`src/rtl/rf_ctrl_pkg.sv`:
```
// Shared types and constants for the register-file write-port controller.
package rf_ctrl_pkg;

  typedef enum logic {
    ST_CLEAR = 1'b0,
    ST_RUN   = 1'b1
  } state_e;

  localparam int ADDR_W_DEF   = 5;
  localparam int DATA_W_DEF   = 32;
  localparam int NUM_REGS_DEF = 2 ** ADDR_W_DEF;
  localparam int ZERO_REG     = 0;
  localparam int LAST_REG     = NUM_REGS_DEF - 1;

endpackage

```
`src/rtl/rf_rr_arbiter.sv`:
```
// Combinational round-robin picker: rotate requests so rr_ptr sits at bit 0,
// take the lowest set bit, then rotate the winner back to its real index.
module rf_rr_arbiter #(
  parameter int N     = 3,
  parameter int PTR_W = (N > 1) ? $clog2(N) : 1
) (
  input  logic [N-1:0]     req,
  input  logic [PTR_W-1:0] rr_ptr,
  input  logic             enable,
  output logic [N-1:0]     grant,
  output logic [PTR_W-1:0] winner,
  output logic             any_grant
);

  logic [2*N-1:0]   dbl;
  logic [N-1:0]     rot;
  logic [PTR_W-1:0] pos;
  logic             found;
  logic [PTR_W:0]   sum;

  always_comb begin
    dbl   = {req, req} >> rr_ptr;
    rot   = dbl[N-1:0];
    pos   = '0;
    found = 1'b0;
    // Descending scan so the lowest set bit is the one left standing.
    for (int k = N - 1; k >= 0; k--) begin
      if (rot[k]) begin
        pos   = PTR_W'(k);
        found = 1'b1;
      end
    end
    sum = {1'b0, rr_ptr} + {1'b0, pos};
    if (sum >= (PTR_W + 1)'(N)) begin
      sum = sum - (PTR_W + 1)'(N);
    end
    winner    = sum[PTR_W-1:0];
    any_grant = enable & found;
    grant     = '0;
    if (any_grant) begin
      grant[winner] = 1'b1;
    end
  end

endmodule

```
`src/rtl/rf_wb_arbiter.sv`:
```
// Register-file write-port controller: clears x1..x(NUM_REGS-1) after reset,
// then shares the single write port among N_REQ writeback requesters.
module rf_wb_arbiter
  import rf_ctrl_pkg::*;
#(
  parameter int N_REQ    = 3,
  parameter int ADDR_W   = ADDR_W_DEF,
  parameter int DATA_W   = DATA_W_DEF,
  parameter int NUM_REGS = 2 ** ADDR_W
) (
  input  logic                     clk,
  input  logic                     rst,
  input  logic [N_REQ-1:0]         req_valid,
  output logic [N_REQ-1:0]         req_ready,
  input  logic [N_REQ*ADDR_W-1:0]  req_addr,
  input  logic [N_REQ*DATA_W-1:0]  req_data,
  output logic                     rf_we,
  output logic [ADDR_W-1:0]        rf_addr,
  output logic [DATA_W-1:0]        rf_wdata,
  output logic                     init_done
);

  localparam int PTR_W = (N_REQ > 1) ? $clog2(N_REQ) : 1;
  localparam logic [ADDR_W-1:0] LAST_IDX = ADDR_W'(NUM_REGS - 1);
  localparam logic [ADDR_W-1:0] X0_IDX   = ADDR_W'(ZERO_REG);
  localparam logic [PTR_W-1:0]  PTR_MAX  = PTR_W'(N_REQ - 1);

  state_e              state_q, state_d;
  logic [ADDR_W-1:0]   clr_idx_q, clr_idx_d;
  logic [PTR_W-1:0]    rr_ptr_q, rr_ptr_d;
  logic                rf_we_q, rf_we_d;
  logic [ADDR_W-1:0]   rf_addr_q, rf_addr_d;
  logic [DATA_W-1:0]   rf_wdata_q, rf_wdata_d;
  logic                init_done_q, init_done_d;

  logic [ADDR_W-1:0]   addr_arr [N_REQ];
  logic [DATA_W-1:0]   data_arr [N_REQ];
  logic [N_REQ-1:0]    grant;
  logic [PTR_W-1:0]    winner;
  logic                any_grant;
  logic                arb_en;

  genvar gi;
  generate
    for (gi = 0; gi < N_REQ; gi++) begin : g_unpack
      assign addr_arr[gi] = req_addr[gi*ADDR_W +: ADDR_W];
      assign data_arr[gi] = req_data[gi*DATA_W +: DATA_W];
    end
  endgenerate

  // A grant shown while rst is high would never be committed, so suppress it.
  assign arb_en = (state_q == ST_RUN) && !rst;

  rf_rr_arbiter #(
    .N     (N_REQ),
    .PTR_W (PTR_W)
  ) u_picker (
    .req       (req_valid),
    .rr_ptr    (rr_ptr_q),
    .enable    (arb_en),
    .grant     (grant),
    .winner    (winner),
    .any_grant (any_grant)
  );

  always_comb begin
    state_d     = state_q;
    clr_idx_d   = clr_idx_q;
    rr_ptr_d    = rr_ptr_q;
    rf_we_d     = 1'b0;
    rf_addr_d   = rf_addr_q;
    rf_wdata_d  = rf_wdata_q;
    init_done_d = init_done_q;
    case (state_q)
      ST_CLEAR: begin
        rf_we_d    = 1'b1;
        rf_addr_d  = clr_idx_q;
        rf_wdata_d = '0;
        clr_idx_d  = clr_idx_q + 1'b1;
        if (clr_idx_q == LAST_IDX) begin
          state_d     = ST_RUN;
          init_done_d = 1'b1;
        end
      end
      ST_RUN: begin
        if (any_grant) begin
          rf_addr_d  = addr_arr[winner];
          rf_wdata_d = data_arr[winner];
          // x0 writes are consumed but never reach the register file.
          rf_we_d    = (addr_arr[winner] != X0_IDX);
          rr_ptr_d   = (winner == PTR_MAX) ? '0 : winner + 1'b1;
        end
      end
      default: state_d = ST_CLEAR;
    endcase
  end

  always_ff @(posedge clk) begin
    if (rst) begin
      state_q     <= ST_CLEAR;
      clr_idx_q   <= ADDR_W'(1);
      rr_ptr_q    <= '0;
      rf_we_q     <= 1'b0;
      rf_addr_q   <= '0;
      rf_wdata_q  <= '0;
      init_done_q <= 1'b0;
    end else begin
      state_q     <= state_d;
      clr_idx_q   <= clr_idx_d;
      rr_ptr_q    <= rr_ptr_d;
      rf_we_q     <= rf_we_d;
      rf_addr_q   <= rf_addr_d;
      rf_wdata_q  <= rf_wdata_d;
      init_done_q <= init_done_d;
    end
  end

  assign req_ready = grant;
  assign rf_we     = rf_we_q;
  assign rf_addr   = rf_addr_q;
  assign rf_wdata  = rf_wdata_q;
  assign init_done = init_done_q;

endmodule

```
`config.mk`:
```
export PLATFORM = sky130hd
export DESIGN_NAME = rf_wb_arbiter
export DESIGN_NICKNAME = d
export VERILOG_FILES = /design/src/rtl/rf_ctrl_pkg.sv /design/src/rtl/rf_rr_arbiter.sv /design/src/rtl/rf_wb_arbiter.sv
export SDC_FILE = /design/constraint.sdc
export NUM_CORES = 1
export LEC_CHECK = 0
export ABC_AREA = 1
export CAP_MARGIN = 20
export CELL_PAD_IN_SITES_DETAIL_PLACEMENT = 1
export CELL_PAD_IN_SITES_GLOBAL_PLACEMENT = 1
export CORE_AREA = 2 2 110 112
export CTS_CLUSTER_DIAMETER = 100
export DETAILED_ROUTE_END_ITERATION = 16
export DIE_AREA = 0 0 112 114
export HOLD_SLACK_MARGIN = 0.1
export PLACE_DENSITY_LB_ADDON = 0.1
export SYNTH_ARGS = -nofsm -noshare
export SYNTH_HDL_FRONTEND = slang
export SYNTH_SLANG_ARGS = --single-unit
```
`constraint.sdc`:
```
create_clock -name clk -period 3.8 [get_ports clk]
set_input_delay 0.76 -clock clk [delete_from_list [all_inputs] [get_ports clk]]
set_output_delay 0.76 -clock clk [all_outputs]
set_load 0.02 [all_outputs]
```
**Word level (Yosys, flattened, before mapping)**

Cells that the tools add are included.

- Order comparisons: 4
- Muxes and demuxes: 25
- Add/subtract/negate cells: 4
- Bitwise logic cells: 3
- Equality and inequality tests: 3
- Reductions and logical operators: 6
- Shifts and indexed selects: 1

Operators by type and width:

| kind | count |
|---|---|
| $mux 32 | 3 |
| $bmux 32 s2 | 1 |
| $pmux 32 s2 | 1 |
| $mux 5 | 3 |
| $bmux 5 s2 | 1 |
| $mux 2 | 5 |
| $pmux 5 s2 | 1 |
| $mux 1 | 7 |
| $shr 6x2->3 | 1 |
| $add 5x1->5 const B | 1 |
| $eq 5x5->1 const B | 1 |
| $reduce_bool 5->1 | 1 |
| $reduce_and 2->1 | 2 |
| $add 2x2->3 | 1 |
| $ge 3x2->1 const B | 1 |
| $ge 3x3->1 const B | 1 |
| $lt 2x3->1 const B | 1 |
| $mux 3 | 1 |
| $not 2->3 | 1 |
| $add 2x1->2 const B | 1 |
| $demux 1 s2 | 1 |
| $eq 2x2->1 const B | 1 |
| $ge 2x1->1 const B | 1 |
| $logic_and 1x1->1 | 2 |
| 6 further kinds | 6 |

- Output and inout port bits: 42
- Logic and storage cells: 53
- Register bits after elaboration: 47

**Depth between registers and ports, before layout**

- Depth after elaboration: 14
- Depth in mapped cells: 22

**Hierarchy**

From an unflattened synthesis, not the netlist that was laid out.

- Cells, all modules: 443
- Area, all modules: 2787.7 µm²

By module, submodules not included:

| module | cells an instance | times used | area an instance (µm²) | seq. area each (µm²) |
|---|---|---|---|---|
| rf_wb_arbiter | 388 | 1 | 2514.9 | 940.9 |
| rf_rr_arbiter | 55 | 1 | 272.8 | 0.0 |

**Least setup slack after synthesis**

OpenSTA, ideal clock, no wires.

- Kind: in2out
- From: in req_valid[0]
- To: out req_ready[2]
- Stages: 15
- Data arrival time: 3.192 ns
- Path buffers: 2
- Setup slack: -0.152 ns
- Data required time: 3.040 ns
- Cell sequence: inv_1 > nand2_1 > o21ai_1 > nand2_1 > a21oi_1 > ha_1 > inv_1 > fa_1 > inv_1 > ha_1 > o21bai_2 > nand2_1 > buf_4 > buf_4 > nor3_1

- Word-level cells in the longest chain between the ends: 12
- Elaborated cells on any way between the ends: 18
- Classes of those cells: add/sub (2); order compare (3); shift (1); mux (10); bitwise (1); reduce/logical (1)

RTL lines:

| what | line | RTL |
|---|---|---|
| start: declaration | rf_wb_arbiter.sv:13 | `input logic [N_REQ-1:0] req_valid,` |
| $shr 6x2->3 (*) | rf_rr_arbiter.sv:22 | `dbl = {req, req} >> rr_ptr;` |
| $mux 2 (3 in a row) | rf_rr_arbiter.sv:28 | `if (rot[k]) begin` |
| $add 2x2->3 | rf_rr_arbiter.sv:33 | `sum = {1'b0, rr_ptr} + {1'b0, pos};` |
| $ge 3x2->1 / $sub 2x2->2 (equally long branches) | rf_rr_arbiter.sv:34, rf_rr_arbiter.sv:35 |  |
| $mux 2 | rf_rr_arbiter.sv:34 | `if (sum >= (PTR_W + 1)'(N)) begin` |
| $lt 2x3->1 (not written as such) / $ge 2x1->1 (equally long branches) | rf_rr_arbiter.sv:41 | `grant[winner] = 1'b1;` |
| $logic_and 1x1->1 (not written as such) | rf_rr_arbiter.sv:41 |  |
| $mux 1 (not written as such) | rf_rr_arbiter.sv:41 |  |
| $demux 1 s2 | - |  |
| $mux 3 (*) | rf_rr_arbiter.sv:40 | `if (any_grant) begin` |
| end: declaration | rf_wb_arbiter.sv:14 | `output logic [N_REQ-1:0] req_ready,` |

Every way passes the cells marked *; elsewhere a longest branch is shown, timed or not.

**Worst setup path in the final report**

- From: in req_valid[2]
- To: out req_ready[2]

The elaborated chain is that of the path after synthesis.

==> key figures <==
STA
  • Final setup violation count: 0
  • RSZ-0062 raised after global routing: yes
  • Max-slew violations: 0
  • Tmin final: 3.68 ns
  • TNS Setup: 0 ns
  • Worst-margin pin slew: 0.525 ns
  • Clk_skew: 0.00588 ns
  • Post-layout worst setup margin: 0.123 ns
  • Fmax: 0.272 GHz
  • Final Cycle Share: 96.8%
  • Max_slew headroom: 65.0%
  • Final hold viol count: 0

Flow run
  • Max-cap violation count: 0

Route
  • 1st-pass router iterations: 4
  • DRC violations left: 0
  • Routed vias: 3565
  • Drt via density: 4.62
  • WL/cell: 15.5 µm
  • Routed Antenna Nets: 0
  • First-iteration detailed-routing DRC count: 81
  • Total Routed Length: 11900 µm

Worst setup path
  • Crit-path max cell delay: 0.51 ns
  • CP delay by family, top: buffers and inverters
  • Reg2reg start: rr_ptr_q[0]$_SDFFE_PP0P_
  • Crit path DAT: 2.92 ns
  • CP endpoint kind: output pin
  • Critical path buffer and inverter count: 6
  • Startpoint Class: primary input
  • CP max stage cell: fa_1
  • Worst path required time: 3.04 ns
  • Worst setup path category: primary input to output pin
  • Most frequent CP cell: buf_4
  • CP startpoint: req_valid[2]
  • CP max FO: 3
  • Critical-path cell list: buf_4 > o21ai_4 > nand2_2 > buf_6 > nand2_4 > nand4_1 > fa_1 > inv_2 > ha_4 > inv_4 > nand4_1 > nand2_2 > buf_4 > nor3_2 > buf_4

Clocking
  • Clock transition at path regs: 0.06 ns
  • CTS tree: yes
  • Clock Tree Buf Depth: 2
  • Number of H-tree levels: 2
  • Worst skew pair latency: 0.30 ns
  • Post-cts hold buffer count: 0
  • Total CTS buffers: 5
  • CTS Sinks: 47
  • Root buf cell: clkbuf_16

Min path
  • Min-Delay Path Class: register to register
  • Hold_sp: rf_wdata[3]$_SDFFE_PP0P_

Synthesis
  • Synth top cells by count: nand2_1, o21ai_0, nand3_1, nor2_1, dfxtp_1
  • Synth Flop Type: dfxtp_1
  • Most frequent cell after synthesis: nand2_1
  • Post-synth ARST share: 0%
  • Syn Area/Cell: 6.26 µm²
  • Sequential area share after synthesis: 33.1%
  • Synth Instances: 454
  • Syn_nets: 575
  • Yosys top cell area share: 33.1%
  • #FFs+latches synth: 47
  • Yosys warnings: 0
  • Area leader, netlist: dfxtp_1
  • Distinct cells, synth: 28
  • Top post-synthesis cells by area: dfxtp_1, nand2_1, o21ai_0, nand3_1, nor2_1
  • Cell Area, Synth: 0.00284 mm²
  • Number of enable flip-flop cells after synthesis: 0

Floorplanning
  • Die Width: 112 µm
  • Initial Util: 24.3%
  • Die Height: 114 µm
  • CORE AREA: 0.0117 mm²
  • Core Rows: 40
  • Die area: 0.0128 mm²
  • I/O Pins: 158

Placement
  • HPWL after DPL: 8550 µm
  • Dpl ws: -0.821 ns
  • RD Place Congestion: 0.745
  • Cell count after placement: 755
  • PortBufs: 157

Cells and area
  • Diodes inserted: 0
  • Net count, final: 745
  • Fraction of layout instances using a drive strength above 1: 14.4%
  • Multi-input gate area: 0.00174 mm²
  • Fin util: 42.7%
  • Sequential cell area: 943 µm²
  • P&R area growth vs syn: 75.9%
  • Non-filler cells, final: 772
  • Fill cells: 1495

Pwr
  • Leakage: 2.15 nW
  • Worst VDD drop: 0.263 mV
  • Pwr dens: 267 mW/mm²

Global routing
  • Vias in the first global route: 3831
  • GRT overflow: 0
  • First-pass GRT wire length: 19400 µm
  • Largest net degree at the start of global routing: 47
  • Total GRT Usage: 19.1%
  • Initial antenna violation count: 0

Outcome
  • Status: completed
-- state kept, by name, indices dropped and copies added, names as in the netlist --
name and count:
rr_ptr_q 2, init_done 1, state_q 1, rf_wdata 32, rf_we 1, rf_addr 5, clr_idx_q 5
-- cell type report --
class / count / area share, %
Sequential cell: 47 / 18.9
Inverter: 32 / 2.45
Tap cell: 147 / 3.68
Multi-Input combinational cell: 348 / 34.8
Timing Repair Buffer: 190 / 36.7
Clock inverter: 2 / 0.700
Clock buffer: 6 / 2.78
-- repair_timing --
item / CTS / global route
endpoints found under the setup margin: 19 / 27
gates resized for setup: 42 / 20
pin swaps: 11 / 11
buffers inserted: 10 / 0
-- per-stage QoR --
| stage | hold WS (ns) | instance area [µm²] | power [mW] |
|---|---|---|---|
| after detailed placement | 0.432 | 4660 | 0.807 |
| final | 0.444 | 5000 | 1.34 |
| after global placement | 0.427 | 4660 | 0.802 |
| after floorplan | 0.443 | 2850 | 0.630 |
| after CTS | 0.448 | 4970 | 1.36 |
| after global routing | 0.467 | 5000 | 1.42 |
-- per-layer routing --
metal	wire length [µm]	track usage, %
met5	0	0
met4	127	4.80
met3	531	4.14
met2	6080	34.9
met1	5210	22.8
-- worst register-to-register path, cell delays in order, from the launching register on --
cell and delay [ns]:
dfxtp_2 0.45, inv_2 0.07, nand2_1 0.11, nand3_2 0.13, a21oi_2 0.15, ha_2 0.18
inv_2 0.03, fa_1 0.51, inv_2 0.05, ha_4 0.17, inv_4 0.07, nand4_1 0.14
buf_4 0.18, buf_4 0.12, buf_4 0.12, buf_4 0.12, buf_4 0.12, buf_4 0.12
nand3b_1 0.09, nand3_2 0.09, nand2_2 0.09, nand2_2 0.05, nand2_2 0.09, nor2_2 0.04
nor2_1 0.10
-- kinds of logic after synthesis --
family / Yosys count / share of synthesized area [%]
buffers and inverters: 59 / 9.85
XOR/XNOR: 2 / 0.616
AO/OA/AOI/OAI: 80 / 14.4
adder cells (fa/ha/maj): 5 / 2.46
AND/OR/NAND/NOR: 261 / 39.6
flip-flops: 47 / 33.1
-- path summary, 6_finish.rpt --
path                              end  slack [ns]  depth (start not counted)
max                      req_ready[2]        0.12                         15
min          rf_wdata[3]$_SDFFE_PP0P_        0.44                          2
max reg2reg   rf_addr[0]$_SDFFE_PP0P_        0.33                         24
min reg2reg  rf_wdata[3]$_SDFFE_PP0P_        0.44                          2
-- layout by cell type (no fill, tap or decap), types with 2 or more instances in the layout --
cell type          n
buf_6              3
nand4_1            2
inv_1             26
inv_2              5
nand3b_1           3
clkdlybuf4s50_1  151
dfxtp_2            2
nand2_2           14
nand2_1          132
nand3_2            7
clkbuf_16          5
ha_1               2
nand2_4            3
xor2_1             2
nand3_1           43
nor3_1             4
o21ai_1            4
o21ai_0           65
buf_4             33
buf_12             2
dfxtp_1           45
nor2_1            47
a21oi_2            2
a21oi_1            7
-- where the power goes --
group	total (mW)	internal, mW	switching [mW]
Clock	0.527	0.328	0.199
Combinational	0.307	0.176	0.131
Sequential	0.504	0.500	0.00407
Total	1.34	1.00	0.334
No activity file was read; power rests on OpenSTA's default activity.
